===== src/rtl/mem_stream_writer.sv =====
// Streams a contiguous burst of valid/ready words into a single-port memory write
// interface. The optional checksum port is enabled with `define MEM_STREAM_WRITER_CHECKSUM_EN.
module mem_stream_writer #(
    parameter int width = 5,
    parameter int depth = 4,
    localparam int AW = $clog2(depth)
) (
    input  logic             clk,
    input  logic             arst,
    input  logic             start,
    input  logic [AW-1:0]    base_addr,
    input  logic [AW:0]      count,
    input  logic             in_valid,
    input  logic [width-1:0] in_data,
    output logic             in_ready,
    output logic [width-1:0] wdata,
    output logic [AW-1:0]    waddr,
    output logic             wen,
    output logic             busy,
    output logic             done
`ifdef MEM_STREAM_WRITER_CHECKSUM_EN
    ,
    output logic [width-1:0] checksum
`endif
);

    localparam logic [AW:0]   DEPTH_CNT = (AW + 1)'(depth);
    localparam logic [AW-1:0] LAST_ADDR = AW'(depth - 1);

    typedef enum logic [1:0] {
        S_IDLE,
        S_WRITE,
        S_DONE
    } state_t;

    state_t            state, state_nxt;
    logic [AW-1:0]     addr, addr_nxt;
    logic [AW:0]       remaining, remaining_nxt;
    logic              start_acc;
    logic              handshake;

    function automatic logic [AW:0] sat_count(input logic [AW:0] c);
        return (c > DEPTH_CNT) ? DEPTH_CNT : c;
    endfunction

    function automatic logic [AW-1:0] legal_base(input logic [AW-1:0] b);
        return ({1'b0, b} < DEPTH_CNT) ? b : '0;
    endfunction

    // Explicit compare keeps the wrap correct for non-power-of-2 depths.
    function automatic logic [AW-1:0] next_addr(input logic [AW-1:0] a);
        return (a == LAST_ADDR) ? '0 : a + AW'(1);
    endfunction

    assign start_acc = (state == S_IDLE) && start;
    assign handshake = in_ready && in_valid;

    always_ff @(posedge clk or posedge arst) begin
        if (arst) begin
            state     <= S_IDLE;
            addr      <= '0;
            remaining <= '0;
        end else begin
            state     <= state_nxt;
            addr      <= addr_nxt;
            remaining <= remaining_nxt;
        end
    end

    always_comb begin
        state_nxt     = state;
        addr_nxt      = addr;
        remaining_nxt = remaining;
        in_ready      = 1'b0;
        wen           = 1'b0;
        wdata         = '0;
        waddr         = '0;
        busy          = 1'b0;
        done          = 1'b0;
        unique case (state)
            S_IDLE: begin
                if (start_acc) begin
                    if (count == '0) begin
                        state_nxt = S_DONE;
                    end else begin
                        state_nxt     = S_WRITE;
                        addr_nxt      = legal_base(base_addr);
                        remaining_nxt = sat_count(count);
                    end
                end
            end
            S_WRITE: begin
                busy     = 1'b1;
                in_ready = 1'b1;
                wen      = handshake;
                waddr    = addr;
                if (handshake) begin
                    wdata         = in_data;
                    addr_nxt      = next_addr(addr);
                    remaining_nxt = remaining - (AW + 1)'(1);
                    if (remaining == (AW + 1)'(1)) state_nxt = S_DONE;
                end
            end
            S_DONE: begin
                busy      = 1'b1;
                done      = 1'b1;
                state_nxt = S_IDLE;
            end
            default: state_nxt = S_IDLE;
        endcase
    end

`ifdef MEM_STREAM_WRITER_CHECKSUM_EN
    always_ff @(posedge clk or posedge arst) begin
        if (arst)           checksum <= '0;
        else if (start_acc) checksum <= '0;
        else if (handshake) checksum <= checksum ^ in_data;
    end
`endif

endmodule


===== config.mk =====
export PLATFORM = sky130hd
export DESIGN_NAME = mem_stream_writer
export DESIGN_NICKNAME = d
export VERILOG_FILES = /design/src/rtl/mem_stream_writer.sv
export SDC_FILE = /design/constraint.sdc
export NUM_CORES = 1
export LEC_CHECK = 0
export ABC_AREA = 1
export BUFFER_PORTS_ARGS = -buffer_cell sky130_fd_sc_hd__buf_2
export CAP_MARGIN = 20
export CORE_MARGIN = 2
export CORE_UTILIZATION = 46
export CTS_CLUSTER_SIZE = 24
export DETAILED_ROUTE_END_ITERATION = 16
export PLACE_DENSITY = 0.84
export SLEW_MARGIN = 20
export SYNTH_ARGS = -nofsm -noshare
export SYNTH_HDL_FRONTEND = slang
export SYNTH_SLANG_ARGS = --single-unit

===== constraint.sdc =====
create_clock -name clk -period 1.8 [get_ports clk]
set_clock_uncertainty 0.1 [all_clocks]
set_input_delay 0.27 -clock clk [delete_from_list [all_inputs] [get_ports clk]]
set_output_delay 0.27 -clock clk [all_outputs]
set_load 0.02 [all_outputs]

Word-level counts from Yosys, hierarchy flattened
Index checks and enable logic that the tools add are counted.
{ "word_totals": {"word_cells": 44, "output_inout_bits": 11, "reg_bits": 7} }
{ "op_classes": {"n_addsub": 2, "reduce_logical": 8, "muxes": 22, "n_eq_ne": 8, "magnitude_cmp": 1} }
{ "ops": {"columns": ["operator", "count"], "rows": [
  ["2-bit 2-to-1 mux", 9],
  ["3-bit 2-to-1 mux", 4],
  ["5-bit 2-to-1 mux", 2],
  ["2-bit != test (second input constant)", 4],
  ["2-bit case mux with 2 select lines", 2],
  ["3-bit case mux with 2 select lines", 1],
  ["2-bit == test (second input constant)", 2],
  ["1-bit 2-to-1 mux", 4],
  ["4-bit AND reduction", 1],
  ["3-bit by 1-bit == test with 1-bit output (second input constant)", 1],
  ["3-bit greater-than comparator (second input constant)", 1],
  ["3-bit zero test", 1],
  ["3-bit AND reduction", 1],
  ["3-bit by 1-bit subtractor with 3-bit output (second input constant)", 1],
  ["2-bit by 1-bit adder with 2-bit output (second input constant)", 1],
  ["2-bit by 1-bit == test with 1-bit output (second input constant)", 1],
  ["1-bit logical AND", 2],
  ["2-bit zero test", 1],
  ["2-bit nonzero test", 1],
  ["2-bit OR reduction", 1]
]} }

Logic depth before layout (Yosys ltp)
{ "logic_depth": {"word_depth": 5, "depth_mapped": 8, "depth_no_buf": 8} }

Worst setup path before layout
OpenSTA, ideal clock, no wires.
{ "synth_path": {"kind": "register -> output", "startpoint": "reg state[1]", "endpoint": "out wdata[0]", "stages_incl_launch_ff": 6, "n_path_buf": 1, "required_time_ns": 1.430, "slack_ns": 0.085, "t_arrival_ns": 1.345, "path_cell_list": "dfrtp_1 inv_1 ha_1 buf_6 nand2_1 nor2_1"} }
{ "synth_via": {"elab_chain_cells": 5} }
{ "synth_lines": {"columns": ["item", "line_no", "source"], "rows": [
  ["start: declaration", "36", "state_t state, state_nxt;"],
  ["start signal: assignment", "64", "state <= state_nxt;"],
  ["2-bit by 1-bit == test with 1-bit output", "80", "unique case (state)"],
  ["1-bit 2-to-1 mux", "80", null],
  ["net in_ready", "15", "output logic in_ready,"],
  ["1-bit logical AND", "56", "assign handshake = in_ready && in_valid;"],
  ["5-bit 2-to-1 mux", "97", "if (handshake) begin"],
  ["5-bit 2-to-1 mux", "80", null],
  ["end: declaration", "16", "output logic [width-1:0] wdata,"]
]} }
The timed path passes the listed nets, and every way through them passes these cells.

Final worst setup path
{ "layout_path": {"startpoint": "reg state[1]", "endpoint": "out waddr[1]"} }
{ "layout_via": {"elab_chain_cells": 2} }
{ "layout_lines": {"columns": ["item", "line_no", "source"], "rows": [
  ["2-bit by 1-bit == test with 1-bit output", "80", null],
  ["2-bit 2-to-1 mux", "80", null],
  ["end: declaration", "17", "output logic [AW-1:0] waddr,"]
]} }
No other way between the ends.

==> results.toml <==
[status]
outcome = "finished, final reports clean"

[sta]
finalHoldViolCount = 0
max_freq_mhz = 581
relSlewSlack_pct = 82.1
finalCritPeriodShare_pct = 95.6
finalSetupViolCount = 0
rsz0062_at_grt = "yes"
tightestPinTransition_ns = 0.269
period_minus_slack_ns = 1.72
final.setup.tns_ns = 0
slew_violations = 0

[global_routing]
grt_pass1_vias = 580
track_usage_pct = 19.4
antenna_found_initial = 0
grt_pass1_wl_mm = 2.08
grt_max_degree = 11
gr-total-overflow = 0

[place]
gp_congestion = 0.823
io_buffers = 24
hpwl_mm = 1.10
dp.cells = 134
dpl-instance-area_sq_um = 741

[clock_network]
clock_path_buffers = 2
cts-root-buf = "clkbuf_4"
cts_resized = 0
insertion_delay_ns = 0.25
cts_buffers = 3
clkSlewWorstSetupHoldPaths_ns = 0.05
numClockSinks = 7
htreeDepth = 1
cts_tree = "yes"
post_cts_buffers = 0

[critical_path]
path_class = "register to output pin"
cp-end-kind = "output pin"
crit_top_cell = "inv_1"
cp_max_fo = 10
critPathTopFamily = "buffers and inverters"
arrival_ns = 1.35
cp_num_buf_inv = 4
cp_cell_sequence = "inv_1, ha_1, buf_4, nand2_1, inv_1, buf_2"
crit_required_ns = 1.43
start_kind = "register"
slowest_delay_ns = 0.39
critPathSlowestCell = "dfrtp_1"

[floorplan]
num_rows = 13
dieWidth_microns = 40.3
core_sq_mm = 0.00127
ios = 25
die_y_microns = 40.3
dieArea_sq_mm = 0.00162
start_util_pct = 47.7

[route]
antenna_left = 0
drc_errors = 0
route.vias.total = 632
vias_per_cell = 4.55
drt-pass1-iter-count = 4
wl_per_cell_microns = 9.35
drt_iter0_markers = 6
wirelength_mm = 1.30

[finish]
fin_area_sq_um = 777
seq_area_sq_um = 175
fill_cells = 125
drive_gt1_share_pct = 27.4
multiInputGateArea_sq_um = 334
final_net_count = 145
areaGrowthSynthToFinish_pct = 28.3
diodes = 0
finalNonFillerCells = 139

[pwr]
ir_drop_uv = 711
power_density_mw_per_mm2 = 1590
p_leak_nw = 0.537

[flow_run]
drv_cap = 0

[synthesis]
yosysUniqueCellTypes = 15
syn_inst = 95
seq_area_frac_synth_pct = 28.9
syn_nets = 115
synth_seq_cells = 7
syn_area_per_cell_sq_um = 6.37
yosys_warnings = 0
synthesis.area_sq_um = 606

[worst_hold_path]
hp-class = "primary input to register"
==> routing by layer <==
metal / wire (microns) / part of all wire, % / track usage [%] / vias to the layer above
met1: 520 / 40 / 20.3 / 266
met4: 14 / 1.1 / 11.7 / 0
met5: 0 / 0 / 0 / -
met2: 655 / 50 / 36.3 / 25
met3: 108 / 8.3 / 2.22 / 4
li1: - / - / - / 337
==> stage by stage <==
step	hold WS, ns	utilization [%]	power, mW	setup slack (ns)
finish	0.256	61.2	1.24	0.0800
global route	0.297	61.2	1.38	-0.0362
CTS	0.257	61.2	1.25	0.0725
detailed placement	0.108	58.4	1.10	0.296
global placement	0.103	58.4	1.06	0.342
floorplan	-0.0266	-	0.917	0.0845
==> registers in the layout, indices dropped and copies added, names as in the netlist <==
register and count:
remaining 3, addr 2, state 2
==> power breakdown <==
| part | internal (mW) | switching, mW |
|---|---|---|
| registers | 0.235 | 0.0606 |
| clock network | 0.0844 | 0.0560 |
| logic | 0.283 | 0.518 |
==> cells in the mapped netlist <==
library cell | instances | area, sq um
nand4_2 | 1 | 12.5
inv_4 | 1 | 6.26
dfrtp_1 | 7 | 175
o21ai_0 | 1 | 5.00
ha_1 | 6 | 75.1
inv_2 | 1 | 3.75
inv_1 | 20 | 75.1
buf_6 | 1 | 11.3
nor2_4 | 1 | 11.3
nand2_1 | 37 | 139
or2_0 | 1 | 6.26
nand2_2 | 1 | 6.26
nand3_1 | 10 | 50.1
nor2_1 | 6 | 22.5
nor2_2 | 1 | 6.26
==> placed cells by master, fill, tap and decap left out, types with 3 or more instances in the layout <==
| master | instances |
|---|---|
| inv_1 | 20 |
| nand2_1 | 37 |
| nand3_1 | 10 |
| nor2_1 | 6 |
| clkbuf_4 | 3 |
| dfrtp_1 | 7 |
| ha_1 | 6 |
| buf_2 | 24 |
==> worst paths after layout <==
path | from | to | slack [ns] | cells past startpoint
worst max-delay path | state[1]$_DFFE_PP0P_ | waddr[1] | 0.08 | 6
worst min-delay path | base_addr[1] | addr[1]$_DFFE_PP0P_ | 0.26 | 5
worst max register to register | state[1]$_DFFE_PP0P_ | addr[0]$_DFFE_PP0P_ | 0.28 | 8
worst min register to register | remaining[1]$_DFFE_PP0P_ | remaining[1]$_DFFE_PP0P_ | 0.38 | 2
max in group asynchronous | arst | addr[0]$_DFFE_PP0P_ | 0.99 | 3
min in group asynchronous | arst | remaining[0]$_DFFE_PP0P_ | 0.39 | 3
==> kinds of logic (layout without fill, tap and decap cells) <==
kind of cell	Yosys count	count (layout)	synth area share [%]
flip-flops	7	7	28.9
AND/OR/NAND/NOR	58	58	41.9
AO/OA/AOI/OAI	1	1	0.826
adder cells (fa/ha/maj)	6	6	12.4
buffers and inverters	23	52	15.9
==> final cells by class <==
class / count / share of cell area (%)
Clock buffer: 4 / 3.38
Sequential cell: 7 / 22.5
Multi-Input combinational cell: 65 / 43.0
Timing Repair Buffer: 26 / 17.7
Inverter: 22 / 11.0
Tap cell: 15 / 2.42
==> worst reg2reg max path: stages, from the launching register on <==
cell and delay, ns:
dfrtp_1 0.39, inv_1 0.08, ha_1 0.19, buf_4 0.19, nor2_2 0.07, nor2_4 0.16
nand2_2 0.11, nand2_1 0.07, nand2_1 0.06
==> repair_timing <==
item | CTS | global route
hold buffers | 1 | 0
endpoints found under the hold margin | 7 | 0
endpoints found under the setup margin | 0 | 5
Note: power is estimated with default switching activity, not from simulation.
